### config.mk
export PLATFORM = sky130hd
export DESIGN_NAME = uart_rx_port_flat
export DESIGN_NICKNAME = d
export VERILOG_FILES = /design/src/rtl/uart_rx_port_if.sv /design/src/rtl/uart_rx_port.sv /design/src/flat_wrapper.sv
export SDC_FILE = /design/constraint.sdc
export NUM_CORES = 1
export LEC_CHECK = 0
export ABC_CLOCK_PERIOD_IN_PS = 2840
export CAP_MARGIN = 20
export CORE_UTILIZATION = 58
export CTS_CLUSTER_DIAMETER = 200
export DETAILED_ROUTE_END_ITERATION = 7
export HOLD_SLACK_MARGIN = 0.1
export MAX_ROUTING_LAYER = met4
export PLACE_DENSITY = 0.84
export SLEW_MARGIN = 0
export SYNTH_ARGS = -nofsm -noshare
export SYNTH_HDL_FRONTEND = slang
export SYNTH_SLANG_ARGS = --single-unit
### constraint.sdc
create_clock -name clock -period 2.84 [get_ports clock]
set_input_delay 0.568 -clock clock [delete_from_list [all_inputs] [get_ports clock]]
set_output_delay 0.568 -clock clock [all_outputs]
set_load 0.05 [all_outputs]
### src/rtl/uart_rx_port_if.sv
// Core-facing side of the UART receive port: pop strobe, {valid,data}
// head byte and the error/status flags. master = core, slave = receiver.
interface uart_rx_port_if;
    logic       rd_en;
    logic [8:0] uart_in;
    logic       frame_err;
    logic       parity_err;
    logic       overrun;

    modport master (
        output rd_en,
        input  uart_in,
        input  frame_err,
        input  parity_err,
        input  overrun
    );

    modport slave (
        input  rd_en,
        output uart_in,
        output frame_err,
        output parity_err,
        output overrun
    );
endinterface

### src/rtl/uart_rx_port.sv
// UART receiver: 2-flop synchronised rx, 8-bit frame FSM, FWFT byte FIFO.
// Ports: clock, reset_n (sync, active-low), rx (async serial in),
//   bus (uart_rx_port_if.slave: rd_en, uart_in, frame_err, parity_err,
//   overrun). Optional even parity bit: define UART_RX_PARITY_EN.
module uart_rx_port #(
    parameter int CLKS_PER_BIT = 16,
    parameter int FIFO_DEPTH   = 4
) (
    input  logic           clock,
    input  logic           reset_n,
    input  logic           rx,
    uart_rx_port_if.slave  bus
);

    localparam int CW = $clog2(CLKS_PER_BIT);
    localparam int AW = $clog2(FIFO_DEPTH);
    localparam logic [CW-1:0] HALF_M1 = CW'(CLKS_PER_BIT / 2 - 1);
    localparam logic [CW-1:0] BIT_M1  = CW'(CLKS_PER_BIT - 1);
    localparam logic [AW:0]   DEPTH   = (AW + 1)'(FIFO_DEPTH);

    typedef enum logic [2:0] {
        IDLE,
        START,
        DATA,
`ifdef UART_RX_PARITY_EN
        PARITY,
`endif
        STOP,
        WAIT_IDLE
    } state_t;

    state_t state, state_n;

    logic          rx_q1, rx_s;
    logic [CW-1:0] cnt;
    logic [2:0]    bit_idx;
    logic [7:0]    shreg;
    logic          cnt_clr, do_shift, push, fe;
    logic          frame_err_q;

`ifdef UART_RX_PARITY_EN
    logic par_bit, do_par, pe, parity_err_q, par_bad;
    // Even parity: data plus parity bit must hold an even number of ones.
    assign par_bad = ^{shreg, par_bit};
`endif

    // ---------------- frame FSM ----------------
    always_ff @(posedge clock) begin
        if (!reset_n) state <= IDLE;
        else          state <= state_n;
    end

    always_comb begin
        state_n  = state;
        cnt_clr  = 1'b0;
        do_shift = 1'b0;
        push     = 1'b0;
        fe       = 1'b0;
`ifdef UART_RX_PARITY_EN
        do_par   = 1'b0;
        pe       = 1'b0;
`endif
        unique case (state)
            IDLE: begin
                cnt_clr = 1'b1;
                if (!rx_s) state_n = START;
            end
            START: begin
                // Mid start bit: a high here means the low was a glitch.
                if (cnt == HALF_M1) begin
                    cnt_clr = 1'b1;
                    state_n = rx_s ? IDLE : DATA;
                end
            end
            DATA: begin
                if (cnt == BIT_M1) begin
                    cnt_clr  = 1'b1;
                    do_shift = 1'b1;
                    if (bit_idx == 3'd7) begin
`ifdef UART_RX_PARITY_EN
                        state_n = PARITY;
`else
                        state_n = STOP;
`endif
                    end
                end
            end
`ifdef UART_RX_PARITY_EN
            PARITY: begin
                if (cnt == BIT_M1) begin
                    cnt_clr = 1'b1;
                    do_par  = 1'b1;
                    state_n = STOP;
                end
            end
`endif
            STOP: begin
                if (cnt == BIT_M1) begin
                    cnt_clr = 1'b1;
                    fe      = !rx_s;
`ifdef UART_RX_PARITY_EN
                    pe      = par_bad;
                    push    = rx_s && !par_bad;
`else
                    push    = rx_s;
`endif
                    // A low stop bit may be a break; wait for idle.
                    state_n = rx_s ? IDLE : WAIT_IDLE;
                end
            end
            WAIT_IDLE: begin
                if (rx_s) state_n = IDLE;
            end
            default: state_n = IDLE;
        endcase
    end

    // ---------------- receive datapath ----------------
    always_ff @(posedge clock) begin
        if (!reset_n) begin
            rx_q1       <= 1'b1;
            rx_s        <= 1'b1;
            cnt         <= '0;
            bit_idx     <= '0;
            shreg       <= '0;
            frame_err_q <= 1'b0;
        end else begin
            rx_q1       <= rx;
            rx_s        <= rx_q1;
            cnt         <= cnt_clr ? '0 : cnt + CW'(1);
            frame_err_q <= fe;
            if (state == IDLE)  bit_idx <= '0;
            else if (do_shift)  bit_idx <= bit_idx + 3'd1;
            // LSB arrives first, so shift in from the top.
            if (do_shift) shreg <= {rx_s, shreg[7:1]};
        end
    end

`ifdef UART_RX_PARITY_EN
    always_ff @(posedge clock) begin
        if (!reset_n) begin
            par_bit      <= 1'b0;
            parity_err_q <= 1'b0;
        end else begin
            parity_err_q <= pe;
            if (do_par) par_bit <= rx_s;
        end
    end
`endif

    // ---------------- receive FIFO ----------------
    logic [7:0]    mem [FIFO_DEPTH];
    logic [AW-1:0] wr_ptr, rd_ptr;
    logic [AW:0]   count;
    logic          empty, full, pop, accept, drop, overrun_q;

    assign empty  = (count == '0);
    assign full   = (count == DEPTH);
    assign pop    = bus.rd_en && !empty;
    // A same-cycle pop frees the slot for a push into a full FIFO.
    assign accept = push && (!full || pop);
    assign drop   = push && full && !pop;

    always_ff @(posedge clock) begin
        if (accept) mem[wr_ptr] <= shreg;
    end

    always_ff @(posedge clock) begin
        if (!reset_n) begin
            wr_ptr    <= '0;
            rd_ptr    <= '0;
            count     <= '0;
            overrun_q <= 1'b0;
        end else begin
            if (accept) wr_ptr <= wr_ptr + AW'(1);
            if (pop)    rd_ptr <= rd_ptr + AW'(1);
            count <= count + (AW + 1)'(accept) - (AW + 1)'(pop);
            if (drop)     overrun_q <= 1'b1;
            else if (pop) overrun_q <= 1'b0;
        end
    end

    assign bus.uart_in   = empty ? 9'h000 : {1'b1, mem[rd_ptr]};
    assign bus.frame_err = frame_err_q;
    assign bus.overrun   = overrun_q;
`ifdef UART_RX_PARITY_EN
    assign bus.parity_err = parity_err_q;
`else
    assign bus.parity_err = 1'b0;
`endif

endmodule

### src/flat_wrapper.sv
// flat-port wrapper written by rule: the top's interface ports become plain ports
module uart_rx_port_flat 
#(
    parameter int CLKS_PER_BIT = 16,
    parameter int FIFO_DEPTH   = 4
)
  (clock, reset_n, rx, bus_rd_en, bus_uart_in, bus_frame_err, bus_parity_err, bus_overrun);
  uart_rx_port_if bus_i ();
  input  logic clock;
  input  logic reset_n;
  input  logic rx;
  input wire logic [$bits(bus_i.rd_en)-1:0] bus_rd_en;
  output wire logic [$bits(bus_i.uart_in)-1:0] bus_uart_in;
  output wire logic [$bits(bus_i.frame_err)-1:0] bus_frame_err;
  output wire logic [$bits(bus_i.parity_err)-1:0] bus_parity_err;
  output wire logic [$bits(bus_i.overrun)-1:0] bus_overrun;
  assign bus_i.rd_en = bus_rd_en;
  assign bus_uart_in = bus_i.uart_in;
  assign bus_frame_err = bus_i.frame_err;
  assign bus_parity_err = bus_i.parity_err;
  assign bus_overrun = bus_i.overrun;
  uart_rx_port #(.CLKS_PER_BIT(CLKS_PER_BIT), .FIFO_DEPTH(FIFO_DEPTH)) u_core (.clock(clock), .reset_n(reset_n), .rx(rx), .bus(bus_i));
endmodule
* Yosys cells after proc, flatten, opt, wreduce, memory -nomap -nowiden
Memories as Yosys holds them, arrays and structs flattened. A register that Yosys moved wholly into a read port is not among the register bits. Cells that the tools add are included.
Word-level totals: flip-flop bits (word level) 29, RAM bits 32, bits of input ports 4, output and inout port bits 12, logic and storage cells 72, memories 1
Memories:
- u_core.mem | words 4, bits a word 8, read ports 1, clocked after memory_dff 1, wr ports 1, RTL line uart_rx_port.sv:152 | logic [7:0] mem [FIFO_DEPTH];
Cells by class: add/subtract/negate cells 6, equality and inequality tests 14, mux-type cells 22, bitwise gates (word level) 1, reduce and logical (&&, ||, !) cells 17
Operator list (number):
- two-way mux 3 bit | 7
- one-hot mux 3 bit (5 select lines) | 1
- inequality test 2 x 1 -> 1 bit (second input constant) | 5
- == test 3 bit (second input constant) | 3
- two-way mux 1 bit | 9
- two-way mux 9 bit | 1
- == test 3 x 2 -> 1 bit (second input constant) | 2
- zero test 3 bit | 2
- two-way mux 2 bit | 3
- AND reduction 6 bit | 1
- OR reduction 2 bit | 3
- adder 2 x 1 -> 2 bit (second input constant) | 2
- adder 4 x 1 -> 4 bit (second input constant) | 1
- == test 4 x 3 -> 1 bit (second input constant) | 1
- == test 4 bit (second input constant) | 1
- logical AND 1 bit | 4
- zero test 1 bit | 4
- adder 3 x 1 -> 3 bit | 1
- adder 3 x 1 -> 3 bit (second input constant) | 1
- == test 3 x 1 -> 1 bit (second input constant) | 1
- one-hot mux 1 bit (3 select lines) | 1
- AND reduction 3 bit | 1
- subtractor 3 x 1 -> 3 bit | 1
- inequality test 2 bit (second input constant) | 1
- 3 further kinds | 3

* Depth between registers and ports, before layout
Gate-level depths: netlist (run 1).
depth after elaboration 7, depth in mapped cells 9, mapped depth without buffers 8

* Worst setup path after synthesis (run 1)
Ideal clock, no wire load.
path type input-to-reg, start point input port bus_rd_en, end point register u_core.count[2], setup time 0.115 ns, data arrival time 2.163 ns, required time 2.725 ns, slack 0.562 ns, stages 8, buffers on the path 1, path through nor4b_4 -> and4b_1 -> buf_6 -> ha_1 -> fa_1 -> xnor2_1 -> xnor2_1 -> and2_1
Between the ends: word-level cells in the longest chain between the ends 5
RTL lines:
- start, declared | RTL line flat_wrapper.sv:12 | input wire logic [$bits(bus_i.rd_en)-1:0] bus_rd_en;
- logical AND 1 bit (*) | RTL line uart_rx_port.sv:159 | assign pop = bus.rd_en && !empty;
- logical OR 1 bit | RTL line uart_rx_port.sv:161 | assign accept = push && (!full || pop);
- logical AND 1 bit | RTL line uart_rx_port.sv:161
- adder 3 x 1 -> 3 bit | RTL line uart_rx_port.sv:177 | count <= count + (AW + 1)'(accept) - (AW + 1)'(pop);
- subtractor 3 x 1 -> 3 bit (*) | RTL line uart_rx_port.sv:177
- end signal, assigned | RTL line uart_rx_port.sv:177
- end, declared | RTL line uart_rx_port.sv:154 | logic [AW:0] count;
Every way passes the cells marked *; elsewhere a longest branch is shown, timed or not. A chain may end at the register's enable or synchronous reset.

==> results.py, run 1 <==
metrics = {
    "drt": {
        "route.detailed.drc": 0,
        "vias": 1572,
        "dr.pass1.iters": 4,
        "ant_nets": 0,
        "vias_per_cell": 5.614,
        "drt_iter0_markers": 72,
        "drt-total-wl_um": 4095,
        "wl_per_cell_um": 14.63,
    },
    "grt": {
        "grt_pass1_wl_um": 6886,
        "grt_pass1_vias": 1480,
        "grt_max_degree": 16,
        "antenna_found_initial": 0,
        "grt_usage": 0.1979,
        "overflow": 0,
    },
    "floorplan": {
        "die_y_um": 69.53,
        "start_util": 0.6075,
        "dieArea_um2": 4834,
        "placementRows": 24,
        "die_x_um": 69.53,
        "core_um2": 4354,
        "io_pins": 16,
    },
    "yosys": {
        "postSynth.asyncResetShare": 0,
        "synth-seq-area-share": 0.5979,
        "syn_area_per_cell_um2": 12.97,
        "yosys_warnings": 0,
        "synth.top_cell.area_share": 0.3633,
        "syn_nets": 217,
        "synthFlopType": "edfxtp_1",
        "syn-cell-area_um2": 2645,
        "syn_inst": 204,
        "synth_edf_count": 32,
        "yosys-top-cells-area": "edfxtp_1 (36%), dfxtp_1 (23%), mux4_2 (6.8%), ha_1 (3.8%), and2_1 (2.8%)",
        "yosys.cell_types.count": 40,
        "ys_seq_elements": 63,
        "synth_area_leader_cell": "edfxtp_1",
    },
    "run": {
        "cap_violations": 0,
    },
    "sta": {
        "drv_slew": 0,
        "finClkSkew_ns": 0.006245,
        "timing.slew.headroom": 0.5554,
        "fmax_mhz": 362.2,
        "fin_hold_ws_ns": 0.4087,
        "fin_tns_setup_ns": 0,
        "fin_crit_sh": 0.9720,
        "hold_viol": 0,
        "finalSetupViolations": 0,
        "period_needed_ns": 2.761,
        "rsz0062_at_grt": "false",
        "worst_pin_slew_ns": 0.6656,
    },
    "power": {
        "max-vdd-ir-drop_uv": 426.9,
        "total_power_mw": 2.437,
        "power_density_nw_per_um2": 802.4,
        "power.leakage_nw": 1.102,
    },
    "cts": {
        "ctsHtreeMaxLevel": 3,
        "cts_tree": "yes",
        "insertion_delay_ns": 0.33,
        "clkSinkCount": 63,
        "clk_transition_reported_paths_ns": 0.07,
        "clockBufferDepth": 2,
        "holdBufCountCts": 0,
        "cts_made_buffers": 9,
        "root_buffer": "clkbuf_8",
    },
    "placement": {
        "globalplace.congestion": 0.7369,
        "hpwlAfterDp_um": 2872,
        "io_buffers": 14,
    },
    "critical_path": {
        "rr_worst_depth": 8,
        "timing.rr.end": "u_core.count[2]$_SDFF_PN0_",
        "rrSetupSlack_ns": 0.52,
        "worstSetupPathType": "reg -> out",
        "required_ns": 2.27,
        "cp-end-kind": "primary output",
        "cp_max_fo": 8,
        "start_kind": "flop",
        "critPathArrivalTime_ns": 2.19,
        "reg2reg_from": "u_core.count[0]$_SDFF_PN0_",
    },
    "final_layout": {
        "fillers": 298,
        "nNetsFinal": 236,
        "register_area_um2": 1582,
        "area_growth_pct": 14.81,
        "diodes": 0,
        "multi_input_area_um2": 983.4,
        "drive_gt1_frac": 0.1228,
        "final_util": 0.6974,
    },
    "hold_path": {
        "min_from": "u_core.rx_q1$_SDFF_PN1_",
        "min_path_cells": 1,
        "whs_endpoint": "u_core.rx_s$_SDFF_PN1_",
        "hold_class": "reg -> reg",
    },
    "run_status": {
        "outcome": "complete, no violations",
    },
}
-- what timing repair did --
action / 4_1_cts / 5_1_grt
setup buffers: 0 / 0
endpoints found under the setup margin: 0 / 3
gates resized for setup: 0 / 3
hold endpoints to repair: 0 / 0
-- cell families (layout without fill, tap and decap cells) --
family	after synthesis	after routing	share of synthesized area
AND/OR/NAND/NOR	64	64	0.1490
flip-flops	63	63	0.5979
AO/OA/AOI/OAI	33	33	0.07710
buffers and inverters	17	41	0.03028
multiplexers	10	10	0.07569
adder cells (fa/ha/maj)	9	9	0.04541
XOR/XNOR	7	7	0.02318
other	1	1	0.001418
-- synth_stat cells (2+ instances only) --
cell / count
nor2b_1: 5
ha_1: 8
xor2_1: 2
o31ai_1: 2
a21boi_1: 7
a21oi_1: 5
and2_1: 12
xnor2_1: 5
o21ai_0: 14
nand3_1: 12
a21boi_0: 2
clkbuf_1: 5
nor2_1: 3
buf_2: 4
nand2b_1: 6
nand2_1: 7
and4b_1: 2
nor3_1: 4
inv_1: 6
mux2i_1: 2
edfxtp_1: 32
and2b_1: 4
mux4_2: 8
dfxtp_1: 31
-- final cells by class --
type	count	share of cell area
Inverter	6	0.007417
Timing Repair Buffer	19	0.06098
Sequential cell	63	0.5208
Clock inverter	4	0.01442
Clock buffer	12	0.05109
Tap cell	52	0.02143
Multi-Input combinational cell	124	0.3239
-- where the power goes --
group          switching, mW  internal, mW  leakage, nW
clock                  0.311         0.447        0.104
combinational          0.373         0.286        0.450
sequential            0.0399         0.980        0.548
-- critical path: stages (launching register included) --
cell and delay, ns:
dfxtp_1 0.31, buf_4 0.19, mux4_2 0.51, and2b_1 0.16, clkdlybuf4s50_1 0.69
-- flip-flops by register name, indices dropped and copies added (netlist names), 2 cells and up, named ones only --
signal and flops:
u_core.mem 32, u_core.bit_idx 3, u_core.rd_ptr 2, u_core.state 3
u_core.cnt 4, u_core.wr_ptr 2, u_core.count 3, u_core.shreg 8
-- placed cells by master, fill, tap and decap left out, types with 2 or more instances in the layout --
master           synthesis  layout
inv_1                    6       6
and2_1                  12      12
nor2_1                   3       3
nand3_1                 12      12
nand2b_1                 6       6
nand2_1                  7       7
clkbuf_8                 0      11
xor2_1                   2       2
xnor2_1                  5       5
buf_4                    1       5
a21oi_1                  5       5
a21boi_0                 2       2
o31ai_1                  2       2
o21ai_0                 14      14
dfxtp_1                 31      31
nor2b_1                  5       5
nor3_1                   4       4
mux2i_1                  2       2
ha_1                     8       8
and4b_1                  2       2
edfxtp_1                32      32
clkinv_2                 0       2
and2b_1                  4       4
clkdlybuf4s50_1          0      11
mux4_2                   8       8
a21boi_1                 7       7
dlymetal6s2s_1           0       3
-- through the flow --
stage                     cell area, um^2  setup WS [ns]  cells
after floorplan                      2645         0.5625    204
after global placement               2830        0.09198    264
after detailed placement             2830        0.05740    264
after CTS                            3029        0.03883    280
after global routing                 3037       0.002235    280
final                                3037        0.07939    280
-- worst max-delay path by stage --
stage | cells past startpoint | to | slack, ns
4_1_cts | 4 | bus_uart_in[0] | 0.04
2_1_floorplan | 8 | u_core.count[2]$_SDFF_PN0_ | 0.56
3_3_place_gp | 8 | u_core.count[2]$_SDFF_PN0_ | 0.09
6_report | 4 | bus_uart_in[7] | 0.08
5_1_grt | 4 | bus_uart_in[7] | 0.002
3_5_place_dp | 8 | u_core.count[2]$_SDFF_PN0_ | 0.06
-- metal layers --
| layer | vias up | track usage | part of all wire |
|---|---|---|---|
| li1 | 778 | - | - |
| met1 | 758 | 0.2425 | 0.45 |
| met2 | 32 | 0.2934 | 0.49 |
| met3 | 4 | 0.07413 | 0.043 |
| met4 | 0 | 0.08844 | 0.013 |
| met5 | - | - | 0 |
No activity file was read; power rests on OpenSTA's default activity.
==> run 2, diff against run 1 <==
--- a/config.mk
+++ b/config.mk
@@ -7,12 +7,13 @@
 export LEC_CHECK = 0
 export ABC_CLOCK_PERIOD_IN_PS = 2840
 export CAP_MARGIN = 20
-export CORE_UTILIZATION = 58
+export CORE_UTILIZATION = 61
+export CTS_BUF_LIST = sky130_fd_sc_hd__clkbuf_4
 export CTS_CLUSTER_DIAMETER = 200
 export DETAILED_ROUTE_END_ITERATION = 7
-export HOLD_SLACK_MARGIN = 0.1
+export HOLD_SLACK_MARGIN = 0.12
 export MAX_ROUTING_LAYER = met4
-export PLACE_DENSITY = 0.84
+export PLACE_DENSITY = 0.88
 export SLEW_MARGIN = 0
 export SYNTH_ARGS = -nofsm -noshare
 export SYNTH_HDL_FRONTEND = slang
==> run 2 against run 1 <==
  * Largest cell class unchanged
  * Global-route usage increased by 1.4 points
  * Clock power is 10% lower
  * Largest power group unchanged
  * Sequential cell count unchanged
  * Non-clock buffer count unchanged
  * Clock skew is 0.0056 ns higher
  * Fmax rose by 6.9%
  * Critical path depth did not move
  * Sequential share of layout area up 1.0 points
==> results.py, run 2 (synthesis gave the netlist of run 1 again) <==
metrics = {
    "final_layout": {
        "largest_registers": "u_core.mem x32, u_core.shreg x8, u_core.cnt x4",
        "area_growth_pct": 12.58,
        "fillers": 278,
        "stdcell_count": 278,
        "nNetsFinal": 236,
        "diodes": 0,
        "final_cell_mix": "edfxtp_1 (32), dfxtp_1 (31), o21ai_0 (14)",
        "largest_reg_flops": 32,
        "layout_commonest_cell": "edfxtp_1",
        "drive_gt1_frac": 0.1316,
        "top_register": "u_core.mem",
    },
    "power": {
        "power.leakage_nw": 1.063,
        "total_power_mw": 2.327,
        "max-vdd-ir-drop_uv": 375.6,
        "power_density_nw_per_um2": 781.3,
    },
    "sta": {
        "timing.slew.headroom": 0.5443,
        "fmax_mhz": 387.1,
        "fin_crit_sh": 0.9097,
        "fin_hold_ws_ns": 0.4216,
        "finClkSkew_ns": 0.01181,
        "hold_viol": 0,
        "finalSetupViolations": 0,
        "rsz0062_at_grt": "false",
        "drv_slew": 0,
        "fin_tns_setup_ns": 0,
        "period_needed_ns": 2.583,
        "worst_slack_ns": 0.2565,
        "worst_pin_slew_ns": 0.6821,
    },
    "drt": {
        "vias": 1612,
        "ant_nets": 0,
        "wl_per_cell_um": 15.34,
        "dr.pass1.iters": 4,
        "drt_iter0_markers": 81,
        "drt-total-wl_um": 4264,
        "vias_per_cell": 5.799,
        "route.detailed.drc": 0,
    },
    "run": {
        "cap_violations": 0,
    },
    "cts": {
        "root_buffer": "clkbuf_4",
        "holdBufCountCts": 0,
        "clockBufferDepth": 2,
        "ctsHtreeMaxLevel": 3,
        "cts_made_buffers": 9,
        "clkSinkCount": 63,
        "insertion_delay_ns": 0.39,
        "cts_tree": "yes",
        "clk_transition_reported_paths_ns": 0.11,
    },
    "grt": {
        "grt_usage": 0.2116,
        "grt_pass1_vias": 1444,
        "grt_pass1_wl_um": 6693,
        "grt_max_degree": 16,
        "antenna_found_initial": 0,
        "overflow": 0,
    },
    "floorplan": {
        "io_pins": 16,
        "start_util": 0.6473,
        "die_x_um": 67.85,
        "core_um2": 4086,
        "placementRows": 23,
        "dieArea_um2": 4604,
        "die_y_um": 67.85,
    },
    "critical_path": {
        "cp-end-kind": "primary output",
        "cp_max_fo": 8,
        "start_kind": "flop",
        "worstSetupPathType": "reg -> out",
        "critPathArrivalTime_ns": 2.02,
        "required_ns": 2.27,
    },
    "placement": {
        "dpl_worst_slack_ns": 0.05760,
        "dp.cells": 262,
        "io_buffers": 14,
        "globalplace.congestion": 0.6959,
        "hpwlAfterDp_um": 2963,
    },
    "hold_path": {
        "hold_class": "reg -> reg",
    },
    "run_status": {
        "outcome": "complete, no violations",
    },
}
run 2: cell count changes in the layout (fill, tap and decap cells not counted), sizes merged:
cell / previous run / this run
bufinv: 1 / 2
clkbuf: 12 / 10
clkdlybuf4s50: 11 / 6
clkinv: 3 / 2
clkinvlp: 0 / 2
dlygate4sd2: 0 / 8
dlymetal6s2s: 3 / 0
run 2: final cells by class:
class,instances,area [um^2],area share
clock buffer,10,75.07,0.02521
clock inverter,6,85.08,0.02857
inverter,6,22.52,0.007563
multi-input combinational,124,983.4,0.3303
sequential,63,1582,0.5311
tap,50,62.56,0.02101
timing repair buffer,19,167.7,0.05630
run 2: worst max-delay path, cell delays in order (launching register included):
cell           delay [ns]
dfxtp_1              0.33
buf_4                0.20
mux4_2               0.52
and2b_1              0.16
dlygate4sd2_1        0.41
run 2: layer usage:
layer | vias up | routed length (um) | track usage
met5 | - | 0 | -
met4 | 0 | 78 | 0.09896
met3 | 8 | 210 | 0.07000
met2 | 56 | 2008 | 0.3168
met1 | 766 | 1966 | 0.2594
li1 | 782 | - | -
run 2: stage by stage:
stage                     instance area [um^2]    util
final                                     2978  0.7287
after CTS                                 2978  0.7287
after global placement                    2828  0.6920
after detailed placement                  2828  0.6920
after floorplan                           2645       -
after global routing                      2978  0.7287
run 2: path summary, 6_finish.rpt:
check                              from                         end  slack (ns)  depth (start not counted)
max                                flop              bus_uart_in[0]        0.26                          4
min             u_core.rx_q1$_SDFF_PN1_      u_core.rx_s$_SDFF_PN1_        0.42                          1
max reg2reg  u_core.count[0]$_SDFF_PN0_  u_core.count[2]$_SDFF_PN0_        0.53                          8
min reg2reg     u_core.rx_q1$_SDFF_PN1_      u_core.rx_s$_SDFF_PN1_        0.42                          1
run 2: report_power, final:
group          total (mW)  switching [mW]  internal [mW]  leakage (nW)
clock network       0.679           0.315          0.364        0.0824
registers            1.02          0.0422          0.979         0.548
logic               0.626           0.375          0.252         0.433
run 2: repair_timing:
item                       in CTS  in global routing
setup endpoints to repair       8                  0
gates resized for setup         8                  0
setup buffers                   0                  0
hold endpoints to repair        0                  0
